==> src/rtl/nit_row_selector.sv <==
// nit_row_selector: scans one cartridge row column by column, majority-votes each nit and
// presents the row to the ROM buffer. Define ROW_PARITY_EN to scan and check a parity column.
module nit_row_selector #(
    parameter int COLUMNS       = 8,
    parameter int COL_BITS      = 3,
    parameter int SETTLE_CYCLES = 256,
    parameter int SAMPLES       = 5,
    parameter int ROWS          = 32
) (
    input  logic                clk,
    input  logic                reset,
    input  logic                startSelector,
    input  logic                sensorIn,
    output logic [COL_BITS-1:0] columnSelect,
    output logic                emitterEn,
    output logic [COLUMNS-1:0]  rowData,
    output logic [4:0]          rowAddr,
    output logic                rowValid,
    output logic                selectorComplete,
    output logic                busy,
    output logic                parityError
);

`ifdef ROW_PARITY_EN
    localparam int SCAN_COLS = COLUMNS + 1;
`else
    localparam int SCAN_COLS = COLUMNS;
`endif
    localparam int CNT_MAX = (SETTLE_CYCLES > SAMPLES) ? SETTLE_CYCLES : SAMPLES;
    localparam int CNT_W   = $clog2(CNT_MAX + 1);

    typedef enum logic [2:0] {IDLE, SETTLE, SAMPLE, STORE, WRITE, DONE} selectorState;
    selectorState state, stateNext;

    logic                 sensorSync_p0, sensorSync_p1;
    logic                 startPrev, startEdge;
    logic [CNT_W-1:0]     cycleCnt;
    logic [3:0]           onesCnt;
    logic [SCAN_COLS-1:0] rowAcc, rowAccNext;
    logic                 nitVote, lastCol, settleDone, sampleDone;

    function automatic logic majority(input logic [3:0] ones);
        return ones > 4'(SAMPLES / 2);
    endfunction

    assign nitVote    = majority(onesCnt);
    assign lastCol    = (columnSelect == COL_BITS'(SCAN_COLS - 1));
    assign settleDone = (cycleCnt == CNT_W'(SETTLE_CYCLES - 1));
    assign sampleDone = (cycleCnt == CNT_W'(SAMPLES - 1));
    assign rowAccNext = rowAcc | (SCAN_COLS'(nitVote) << columnSelect);

    always_ff @(posedge clk or posedge reset) begin
        if (reset) state <= IDLE;
        else       state <= stateNext;
    end

    always_comb begin
        stateNext        = state;
        rowValid         = 1'b0;
        selectorComplete = 1'b0;
        busy             = (state != IDLE);
        emitterEn        = 1'b0;
        case (state)
            IDLE:   if (startEdge) stateNext = SETTLE;
            SETTLE: begin
                emitterEn = 1'b1;
                if (settleDone) stateNext = SAMPLE;
            end
            SAMPLE: begin
                emitterEn = 1'b1;
                if (sampleDone) stateNext = STORE;
            end
            STORE: begin
                emitterEn = 1'b1;
                stateNext = lastCol ? WRITE : SETTLE;
            end
            WRITE: begin
                rowValid  = 1'b1;
                stateNext = DONE;
            end
            DONE: begin
                selectorComplete = 1'b1;
                stateNext        = IDLE;
            end
            default: stateNext = IDLE;
        endcase
    end

    always_ff @(posedge clk or posedge reset) begin
        if (reset) begin
            sensorSync_p0 <= 1'b0;
            sensorSync_p1 <= 1'b0;
            startPrev     <= 1'b0;
            startEdge     <= 1'b0;
            cycleCnt      <= '0;
            onesCnt       <= '0;
            rowAcc        <= '0;
            columnSelect  <= '0;
            rowData       <= '0;
            rowAddr       <= '0;
`ifdef ROW_PARITY_EN
            parityError   <= 1'b0;
`endif
        end else begin
            sensorSync_p0 <= sensorIn;
            sensorSync_p1 <= sensorSync_p0;
            startPrev     <= startSelector;
            startEdge     <= startSelector & ~startPrev;
            case (state)
                IDLE: if (startEdge) begin
                    columnSelect <= '0;
                    rowAcc       <= '0;
                    cycleCnt     <= '0;
                    onesCnt      <= '0;
                end
                SETTLE: cycleCnt <= settleDone ? '0 : cycleCnt + CNT_W'(1);
                SAMPLE: begin
                    onesCnt  <= onesCnt + {3'b000, sensorSync_p1};
                    cycleCnt <= sampleDone ? '0 : cycleCnt + CNT_W'(1);
                end
                STORE: begin
                    onesCnt <= '0;
                    rowAcc  <= rowAccNext;
                    // Output row and parity are loaded together so both are valid with rowValid.
                    if (lastCol) begin
                        rowData <= rowAccNext[COLUMNS-1:0];
`ifdef ROW_PARITY_EN
                        parityError <= ^rowAccNext;
`endif
                    end else begin
                        columnSelect <= columnSelect + COL_BITS'(1);
                    end
                end
                DONE: rowAddr <= (rowAddr == 5'(ROWS - 1)) ? 5'd0 : rowAddr + 5'd1;
                default: ;
            endcase
        end
    end

`ifndef ROW_PARITY_EN
    assign parityError = 1'b0;
`endif

endmodule

==> config.mk <==
export PLATFORM = sky130hd
export DESIGN_NAME = nit_row_selector
export DESIGN_NICKNAME = d
export VERILOG_FILES = /design/src/rtl/nit_row_selector.sv
export SDC_FILE = /design/constraint.sdc
export NUM_CORES = 1
export LEC_CHECK = 0
export CORE_ASPECT_RATIO = 0.6
export CORE_UTILIZATION = 55
export CTS_CLUSTER_SIZE = 14
export DETAILED_ROUTE_END_ITERATION = 8
export GPL_TIMING_DRIVEN = 0
export PLACE_DENSITY = 0.77
export SKIP_LAST_GASP = 1
export SYNTH_ARGS = -nofsm -noshare
export SYNTH_HDL_FRONTEND = slang
export SYNTH_SLANG_ARGS = --single-unit
export TNS_END_PERCENT = 50
==> constraint.sdc <==
create_clock -name clk -period 2.2 [get_ports clk]
set_clock_uncertainty 0.05 [all_clocks]
set_input_delay 0.44 -clock clk [delete_from_list [all_inputs] [get_ports clk]]
set_output_delay 0.44 -clock clk [all_outputs]
set_load 0.05 [all_outputs]
# Word level (Yosys, flattened, before mapping)
# Cells that the tools add are included.
word_totals:
  memories: 0
  wordCells: 65
  register_bits: 44
  latchBits: 0
  mem_bits_ro: 0
  ram_bits: 0
op_classes:
  order_cmp: 1
  reduce_logical: 12
  bitwise: 3
  mul: 0
  addsub: 4
  eq_ne: 13
  mux: 20
  n_shift: 1
  n_div: 0
op_table:
  columns: ["op", "count"]
  rows:
  - ["$mux 9", 3]
  - ["$pmux 9 s3", 1]
  - ["$mux 3", 6]
  - ["$pmux 8 s2", 1]
  - ["$pmux 3 s5", 1]
  - ["$pmux 4 s3", 1]
  - ["$add 9x1->9 const B", 1]
  - ["$eq 3x3->1 const B", 3]
  - ["$eq 9x3->1 const B", 1]
  - ["$eq 9x8->1 const B", 1]
  - ["$reduce_bool 3->1", 3]
  - ["$mux 8", 1]
  - ["$ne 2x2->1 const B", 4]
  - ["$or 8x8->8", 1]
  - ["$reduce_and 2->1", 4]
  - ["$shl 1x3->8", 1]
  - ["$eq 3x2->1 const B", 2]
  - ["$pmux 3 s2", 1]
  - ["$reduce_and 3->1", 2]
  - ["$add 5x1->5 const B", 1]
  - ["$eq 5x5->1 const B", 1]
  - ["$mux 5", 1]
  - ["$add 4x1->4", 1]
  - ["$gt 4x2->1 const B", 1]
  - ["9 further kinds", 11]

# Longest topological paths before layout
# Gate-level depths: netlist (run 1).
depth:
  depth_word: 4
  ltp_mapped: 9
  mapped_depth_nobuf: 9

# Worst setup path after synthesis (run 1)
# Ideal clock, no wire load.
synth_path:
  path_kind: "reg-to-output"
  from: "register state[2]"
  to: "output rowValid"
  t_required_ps: 1710
  n_path_buf: 1
  stages_incl_launch_ff: 4
  slack_ps: -118
  t_arrival_ps: 1828
  cell_sequence: "dfrtp_1 -> clkbuf_1 -> inv_1 -> nor3_1"
synth_between:
  elab_chain_cells: 2
synth_lines:
  columns: ["element", "line", "text"]
  rows:
  - ["from (decl)", "33", "selectorState state, stateNext;"]
  - ["from (signal assigned)", "54", "else state <= stateNext;"]
  - ["$eq 3x3->1", "63", "case (state)"]
  - ["$mux 1", "63", null]
  - ["to (decl)", "18", "output logic rowValid,"]
# Every way passes these cells.

# Worst setup path in the final report (run 1)
layout_path:
  from: "register columnSelect[2]"
  to: "output columnSelect[2]"
layout_rtl:
  columns: ["element", "line", "text"]
  rows:
  - ["from (decl)", "14", "output logic [COL_BITS-1:0] columnSelect,"]
  - ["from (signal assigned)", "131", "columnSelect <= columnSelect + COL_BITS'(1);"]
# No word-level cell between the ends.

==> impl_metrics.yaml, run 1 <==
floorplan:
  core-area_um2: 3720
  die_area_um2: 4210
  initial_utilization_pct: 58.3
  num_rows: 17
  die_h_um: 50.7
  die_x_um: 83.1
  boundaryPins: 25
synth:
  synth_area_per_cell_um2: 9.87
  synthTopCellsByArea: "dfrtp_1 51%, ha_1 5.8%, o21ai_0 4.4%"
  ys_seq_area_share_pct: 50.7
  synth-xor-area-share_pct: 0
  synth_edf_count: 0
  synth_cells: 220
  synthAdderAreaFrac_pct: 5.76
  yosys.area_share.simple_pct: 19.7
  async_flop_share_pct: 100
  yosys.area.top_type: "dfrtp_1"
  synth_top_family_by_area: "simple AND/OR/NAND/NOR gates"
  syn_area_um2: 2170
  synth_seq_cells: 44
  synth_cell_types: 46
  muxShareOfSynthArea_pct: 2.02
  synth_compound_area_share_pct: 18.2
  synth_top_area_share_pct: 50.7
  syn-num-nets: 234
  synth_ff_type: "dfrtp_1"
  ys_warn_count: 0
pwr:
  clkPwrFrac_pct: 35.0
  p_leak_nw: 1.18
  max-vdd-ir-drop_mv: 0.505
  combPwrFrac_pct: 15.8
  switching_share_pct: 26.2
  seqPwrFrac_pct: 49.1
  switchingPower_mw: 0.497
  p_int_mw: 1.40
  p_per_area_nw_per_um2: 723
worst_setup_path:
  r2r_setup_slack_ps: 50
  cp.required_ps: 1710
  critical_path_buf_inv_count: 1
  worstSetupPathType: "reg2out"
  path_delay_family: "buffers and inverters"
  critPathMaxStageDelay_ps: 870
  path_cells: "clkdlybuf4s50_1"
  cp.arrival_ps: 1720
  cp_slowest_cell: "clkdlybuf4s50_1"
  cp-start-kind: "register"
  cp_max_fo: 9
  end_kind: "output port"
place:
  dp_hpwl_um: 3150
  place.port_buffers: 23
  gp_congestion: 0.855
  dp.cells: 291
grt:
  grt_pass1_wl_um: 7310
  antenna_found_initial: 0
  track_usage_pct: 22.8
  grt_max_degree: 43
  grt_pass1_vias: 1540
  grt_overflow: 0
layout:
  drive_above_1_share_pct: 15.9
  fillerInstances: 294
  multi_input_area_um2: 1010
  diodes: 0
  nNetsFinal: 265
  final_core_util_pct: 70.6
  final_common_cell: "dfrtp_1"
  final_cells: 299
  regArea_um2: 1100
  final_cell_mix: "42 x dfrtp_1, 22 x nand2_1, 19 x o21ai_0, 19 x clkdlybuf4s50_1"
  area_growth_pct: 21.0
timing:
  grt_setup_unrepaired: "yes"
  hold_violations: 0
  finalSetupViolations: 1
  fin_ws_ps: -8.47
  fmax_mhz: 453
  max_slew_margin_pct: 61.6
  drv_slew: 0
  worstMarginPinSlew_ps: 569
  period_needed_ps: 2210
  post-route-period-util_pct: 100
clock_tree:
  cts_root_buf: "clkbuf_8"
  clk_latency_ps: 290
  cts_buffers: 5
  cts_tree: "yes"
  clock-sinks: 44
  clock_path_buffers: 2
  htree_num_levels: 2
  cts.clk_slew.worst_paths_ps: 80
routing:
  vias: 1722
  drt-initial-drc-count: 126
  drc: 0
  first_pass_iters: 4
  drt_wl_total_um: 4380
  wl_per_cell_um: 14.6
  ant_nets: 0
  viasPerCell: 5.76
worst_hold_path:
  hold_path.class: "in2async"
status:
  violations: "negative setup slack"
  status: "complete, but fails checks"
flow_run:
  drv_cap: 0
==> cell usage after synthesis, types with 2 or more instances <==
master,number
and2_1,2
nand3_1,6
ha_1,10
a22o_2,2
nor2b_1,7
buf_4,2
and3_1,2
a211oi_1,2
nand2_1,23
a22o_1,4
o221ai_1,2
nor3_1,7
nand2b_1,4
o21ai_0,19
a21oi_1,18
a31oi_1,4
or4b_4,2
dfrtp_1,44
mux2_2,3
clkbuf_1,6
inv_1,9
nor2_1,18
==> routing by layer <==
layer	vias to the layer above	track usage, %	wire length (um)
li1	841	-	-
met4	0	7.18	40
met2	61	33.1	1850
met1	815	33.5	2210
met3	5	5.76	269
met5	-	0	0
==> state kept, by name, indices dropped and copies added, names as in the netlist <==
signal / flops
rowAcc: 8
rowAddr: 5
state: 3
columnSelect: 3
onesCnt: 4
cycleCnt: 9
startPrev: 1
rowData: 8
sensorSync_p1: 1
startEdge: 1
sensorSync_p0: 1
==> cells by family after synthesis <==
kind of cell	count (synthesis)
AOI/OAI and AO/OA	62
adders and majority gates	10
buffers and inverters	18
DFF	44
muxes	4
other	1
and+or+nand+nor	81
==> power by group through the flow <==
stage | clock network [mW] | registers [mW] | logic (mW)
floorplan | 0 | 0.924 | 0.236
global placement | 0 | 0.943 | 0.284
detailed placement | 0 | 0.942 | 0.300
CTS | 0.679 | 0.928 | 0.298
global route | 0.706 | 0.941 | 0.334
finish | 0.665 | 0.933 | 0.300
==> path summary, 6_finish.rpt <==
kind | from | end | cells after the start
min | reset | rowAddr[0] | 2
min reg2reg | sensorSync_p0 | sensorSync_p1 | 0
max reg2reg | cycleCnt[0] | cycleCnt[7] | 9
min in group clk | sensorSync_p0 | sensorSync_p1 | 0
max in group asynchronous | reset | cycleCnt[0] | 3
max | columnSelect[2] | columnSelect[2] | 1
==> area by class of cell <==
class | count | share of cell area (%)
Sequential cell | 44 | 42.0
Multi-Input combinational cell | 158 | 38.6
Timing Repair Buffer | 25 | 9.48
Clock buffer | 7 | 3.67
Tap cell | 47 | 2.24
Buffer | 8 | 1.57
Inverter | 9 | 1.29
Clock inverter | 1 | 1.14
==> repair_timing <==
action | CTS | global route
hold endpoints to repair | 0 | 0
pin swaps | 1 | 2
setup buffers | 1 | 0
gates resized for setup | 10 | 11
setup endpoints to repair | 5 | 12
hold buffers | 0 | 0
==> metrics by stage <==
| stage | hold slack, ps | area, um2 | power (mW) | setup TNS [ps] | setup slack [ps] |
|---|---|---|---|---|---|
| after floorplan | 281 | 2180 | 1.16 | 0 | 247 |
| after global placement | 291 | 2460 | 1.23 | -10530 | -337 |
| after detailed placement | 303 | 2480 | 1.24 | -858 | -374 |
| after CTS | 257 | 2620 | 1.90 | -277 | -117 |
| after global routing | 277 | 2630 | 1.98 | -211 | -104 |
| final | 264 | 2630 | 1.90 | -8.47 | -8.47 |
Power figures use the tool's default switching activity.
==> inputs of run 2 (changes only) <==
CORE_UTILIZATION = 50   (was 55)
PLACE_DENSITY = 0.71   (was 0.77)
==> run 2 against run 1 <==
The flow now finishes without violations; first-iteration DRC count shrank 21%; via count is 1.6% lower; setup slack gained 20 ps; sequential share of layout area is 0.20 points lower; flip-flop and latch count did not move; utilization shrank 6.9 points; count of clock-buffer cells in the layout is 2 lower; final area is 0.48% higher; highest routed layer unchanged.
==> impl_metrics.yaml, run 2 (synthesized netlist as in run 1, its figures left out) <==
worst_setup_path:
  worstSetupPathType: "reg2out"
  r2r-start: "cycleCnt[0]"
  critPathMaxStageDelay_ps: 430
  cp_max_fo: 10
  cp_slowest_cell: "dfrtp_1"
  cp-start-kind: "register"
  cp.arrival_ps: 1700
  cp.required_ps: 1710
  path_delay_family: "buffers and inverters"
  critPathLaunch: "state[1]"
  end_kind: "output port"
  critical_path_buf_inv_count: 3
  path_cells: "clkbuf_2 -> nor3_4 -> inv_1 -> dlygate4sd2_1"
grt:
  grt_pass1_vias: 1408
  use_met1_pct: 35.6
  gr-usage-met3_pct: 4.68
  grt_max_degree: 37
  grt_pass1_wl_um: 7190
  top_usage_layer: "met1"
  antenna_found_initial: 0
  use_met2_pct: 26.0
  grt_overflow: 0
  track_usage_pct: 21.4
layout:
  area_growth_pct: 21.6
  top_regs: "cycleCnt (9), rowAcc (8), rowData (8)"
  diodes: 0
  fillerInstances: 364
  largest-register: "cycleCnt"
  nNetsFinal: 265
  finalInstanceArea_um2: 2640
  final_cells: 311
  drive_above_1_share_pct: 14.7
  final_core_util_pct: 63.7
  largest_reg_flops: 9
  final_cell_mix: "42 x dfrtp_1, 22 x nand2_1, 19 x o21ai_0, 19 x clkdlybuf4s50_1"
  final_common_cell: "dfrtp_1"
clock_tree:
  cts.clk_slew.worst_paths_ps: 80
  htree_num_levels: 2
  cts_buffers: 5
  clk_latency_ps: 290
  clock-sinks: 44
  cts_tree: "yes"
  cts_root_buf: "clkbuf_8"
  ctsHoldBuffers: 0
  clock_path_buffers: 2
timing:
  grt_setup_unrepaired: "yes"
  worstMarginPinSlew_ps: 524
  tns_ps: 0
  period_needed_ps: 2190
  max_slew_margin_pct: 64.7
  post-route-period-util_pct: 99.5
  drv_slew: 0
  hold_slack_ps: 304
  hold_violations: 0
  finalSetupViolations: 0
  fmax_mhz: 457
routing:
  drt_wl_total_um: 4410
  ant_nets: 0
  wl_per_cell_um: 14.2
  first_pass_iters: 5
  vias: 1694
  drc: 0
  drt-initial-drc-count: 100
  viasPerCell: 5.45
pwr:
  p_per_area_nw_per_um2: 737
  max-vdd-ir-drop_mv: 0.343
  p_leak_nw: 1.18
place:
  dp.cells: 304
  dp_hpwl_um: 3210
  place.port_buffers: 23
  place_area_um2: 2500
  gp_congestion: 0.842
floorplan:
  die_h_um: 53.0
  boundaryPins: 25
  num_rows: 18
  core-area_um2: 4140
  initial_utilization_pct: 52.4
  die_area_um2: 4620
  die_x_um: 87.1
worst_hold_path:
  hold_path.startpoint: "sensorSync_p0"
  hold_path.class: "reg2reg"
flow_run:
  drv_cap: 0
status:
  status: "finished clean"
[run 2: layer usage]
| metal | share of wire [%] | wire length (um) |
|---|---|---|
| met1 | 56 | 2460 |
| met4 | 0.27 | 12 |
| met3 | 5.1 | 226 |
| met5 | 0 | 0 |
| met2 | 39 | 1710 |
[run 2: worst paths after layout]
kind                                 endpoint  slack (ps)  cells after the start
min in group asynchronous           startPrev         340                      2
worst min-delay path            sensorSync_p1         300                      0
worst max-delay path                     busy          10                      4
max in group asynchronous            state[2]        1310                      3
worst max register to register    cycleCnt[7]          50                      9
worst min register to register  sensorSync_p1         300                      0
[run 2: final cells by class]
type | count | area, um2 | share of cell area [%]
Timing Repair Buffer | 25 | 241 | 9.15
Multi-Input combinational cell | 158 | 1010 | 38.4
Clock inverter | 2 | 60.1 | 2.28
Inverter | 9 | 33.8 | 1.28
Clock buffer | 5 | 68.8 | 2.61
Tap cell | 60 | 75.1 | 2.84
Sequential cell | 44 | 1100 | 41.8
Buffer | 8 | 43.8 | 1.66
[run 2: power by group]
group          switching, mW  internal [mW]
clock                  0.265          0.447
combinational          0.155          0.140
sequential            0.0761          0.860
[run 2: timing repair]
item | 4_1_cts | 5_1_grt
setup endpoints to repair | 5 | 13
resized for setup | 10 | 14
buffers inserted | 1 | 0
hold endpoints to repair | 0 | 0
pin swaps | 0 | 0
[run 2: worst register-to-register path: stages, from the launching register on]
cell and delay [ps]:
dfrtp_2 460, ha_1 270, and2_1 160, nand3_1 110, inv_1 50, ha_1 190, nor2_1 160, nand2_2 140
and2_2 220, o32ai_1 250
[run 2: stage by stage]
stage	total power, mW	setup slack [ps]
global route	2.02	-105
finish	1.94	11.8
global placement	1.23	-372
CTS	1.96	-131
detailed placement	1.24	-456
floorplan	1.16	247
==> inputs of run 3 (changes only) <==
CORE_MARGIN = 2   (was unset)
==> run 3 against run 2 <==
Combinational power rose by 1%; final area fell by 0.28%; fmax rose by 1.4%; routed wire length fell by 2.5%; flip-flop and latch count did not move; non-clock buffer count rose by 1; final cell count rose by 0.64%; setup slack improved by 30 ps; via count fell by 1.9%; critical path type unchanged; critical endpoint is now columnSelect[0]; largest power group unchanged.
==> impl_metrics.yaml, run 3 (synthesized netlist as in run 1, its figures left out) <==
worst_setup_path:
  cp_max_fo: 9
  r2r_cells: 10
  end_kind: "output port"
  critPathLaunch: "columnSelect[0]"
  critPathMaxStageDelay_ps: 860
  reg2reg_to: "cycleCnt[5]"
  cp.arrival_ps: 1670
  cp-start-kind: "register"
  cp-endpoint: "columnSelect[0]"
  worstSetupPathType: "reg2out"
  path_cells: "clkdlybuf4s50_1"
  cp.depth: 1
  critical_path_buf_inv_count: 1
  path_delay_family: "buffers and inverters"
  r2r-start: "cycleCnt[0]"
  cp.required_ps: 1710
  cp_slowest_cell: "clkdlybuf4s50_1"
  r2r_setup_slack_ps: 100
floorplan:
  die_x_um: 89.1
  boundaryPins: 25
  core-area_um2: 4140
  die_h_um: 55.0
  initial_utilization_pct: 52.4
  die_area_um2: 4900
  num_rows: 18
place:
  dp_slack_ps: -378
  dp.cells: 304
  dp_hpwl_um: 3080
  gp_congestion: 0.861
  place.port_buffers: 23
layout:
  area_growth_pct: 21.2
  final_common_cell: "dfrtp_1"
  largest-register: "cycleCnt"
  largest_reg_flops: 9
  drive_above_1_share_pct: 15.4
  fillerInstances: 358
  final_cell_mix: "42 x dfrtp_1, 22 x nand2_1, 19 x o21ai_0, 19 x clkdlybuf4s50_1"
  nNetsFinal: 266
  final_cells: 313
  diodes: 0
  top_regs: "cycleCnt (9), rowAcc (8), rowData (8)"
pwr:
  p_leak_nw: 1.18
  combPwrFrac_pct: 16.3
  max-vdd-ir-drop_mv: 0.297
  seqPwrFrac_pct: 51.0
  p_per_area_nw_per_um2: 697
  clkPwrFrac_pct: 32.7
  p_int_mw: 1.34
  switchingPower_mw: 0.490
  switching_share_pct: 26.7
clock_tree:
  clock_path_buffers: 2
  cts.clk_slew.worst_paths_ps: 80
  ctsHoldBuffers: 0
  cts_buffers: 5
  cts_root_buf: "clkbuf_8"
  clk_latency_ps: 290
  htree_num_levels: 2
  clock-sinks: 44
  cts_tree: "yes"
routing:
  first_pass_iters: 4
  ant_nets: 0
  drc: 0
  vias: 1662
  wl_per_cell_um: 13.7
  viasPerCell: 5.31
  drt-initial-drc-count: 67
  drt_wl_total_um: 4300
worst_hold_path:
  hold_path.class: "reg2reg"
timing:
  period_needed_ps: 2160
  drv_slew: 0
  fin_ws_ps: 41.4
  hold_violations: 0
  max_slew_margin_pct: 65.9
  worstMarginPinSlew_ps: 506
  fmax_mhz: 463
  grt_setup_unrepaired: "yes"
  post-route-period-util_pct: 98.1
  finalSetupViolations: 0
  tns_ps: 0
grt:
  track_usage_pct: 19.0
  antenna_found_initial: 0
  use_met2_pct: 24.1
  gr-usage-met3_pct: 4.45
  use_met1_pct: 32.1
  top_usage_layer: "met1"
  grt_pass1_vias: 1373
  grt_overflow: 0
  grt_max_degree: 37
  grt_pass1_wl_um: 6910
status:
  status: "finished clean"
flow_run:
  drv_cap: 0
-- run 3: cell types whose count changed in the layout (fill, tap and decap cells not counted), sizes merged --
cell	previous run	this run
buf	7	8
clkinv	0	1
bufinv	2	1
dlygate4sd2	1	0
clkbuf	11	13
-- run 3: repair_timing --
action                                  in CTS  in global routing
gates cloned                                 0                  0
buffers inserted                             1                  1
pin swaps                                    0                  1
endpoints found under the setup margin       5                 13
gates resized for setup                     10                 14
endpoints found under the hold margin        0                  0
-- run 3: cell type report --
class	count	area (um2)	share of cell area, %
multi-input cells	158	1010	38.5
clock buffers	6	72.6	2.76
well taps	60	75.1	2.85
clock inverters	2	35.0	1.33
flip-flops and latches	44	1100	41.9
inverters	9	33.8	1.28
plain buffers	8	41.3	1.57
repair buffers	26	258	9.80
-- run 3: worst min-delay path by stage --
stage	start	end	depth (start not counted)
CTS	sensorSync_p0	sensorSync_p1	0
detailed placement	sensorSync_p0	sensorSync_p1	0
finish	sensorSync_p0	sensorSync_p1	0
floorplan	sensorSync_p0	sensorSync_p1	0
global placement	sensorSync_p0	sensorSync_p1	0
global route	sensorSync_p0	sensorSync_p1	0
-- run 3: power by group through the flow --
stage / clock, mW / combinational (mW) / sequential (mW)
after global routing: 0.641 / 0.335 / 0.947
final: 0.600 / 0.299 / 0.934
after CTS: 0.616 / 0.290 / 0.930
after global placement: 0 / 0.283 / 0.942
after floorplan: 0 / 0.236 / 0.924
after detailed placement: 0 / 0.293 / 0.944
-- run 3: per-stage QoR --
| step | instance area [um2] | hold slack (ps) | utilization, % | total power [mW] |
|---|---|---|---|---|
| 2_1_floorplan | 2180 | 281 | - | 1.16 |
| 3_3_place_gp | 2480 | 283 | 59.9 | 1.23 |
| 3_5_place_dp | 2500 | 288 | 60.4 | 1.24 |
| 4_1_cts | 2620 | 307 | 63.2 | 1.84 |
| 5_1_grt | 2630 | 321 | 63.5 | 1.92 |
| 6_report | 2630 | 305 | 63.5 | 1.83 |
-- run 3: layer usage --
layer | part of all wire [%] | wire length (um)
met4 | 0.28 | 12
met2 | 38 | 1610
met1 | 56 | 2400
met3 | 6.3 | 270
met5 | 0 | 0
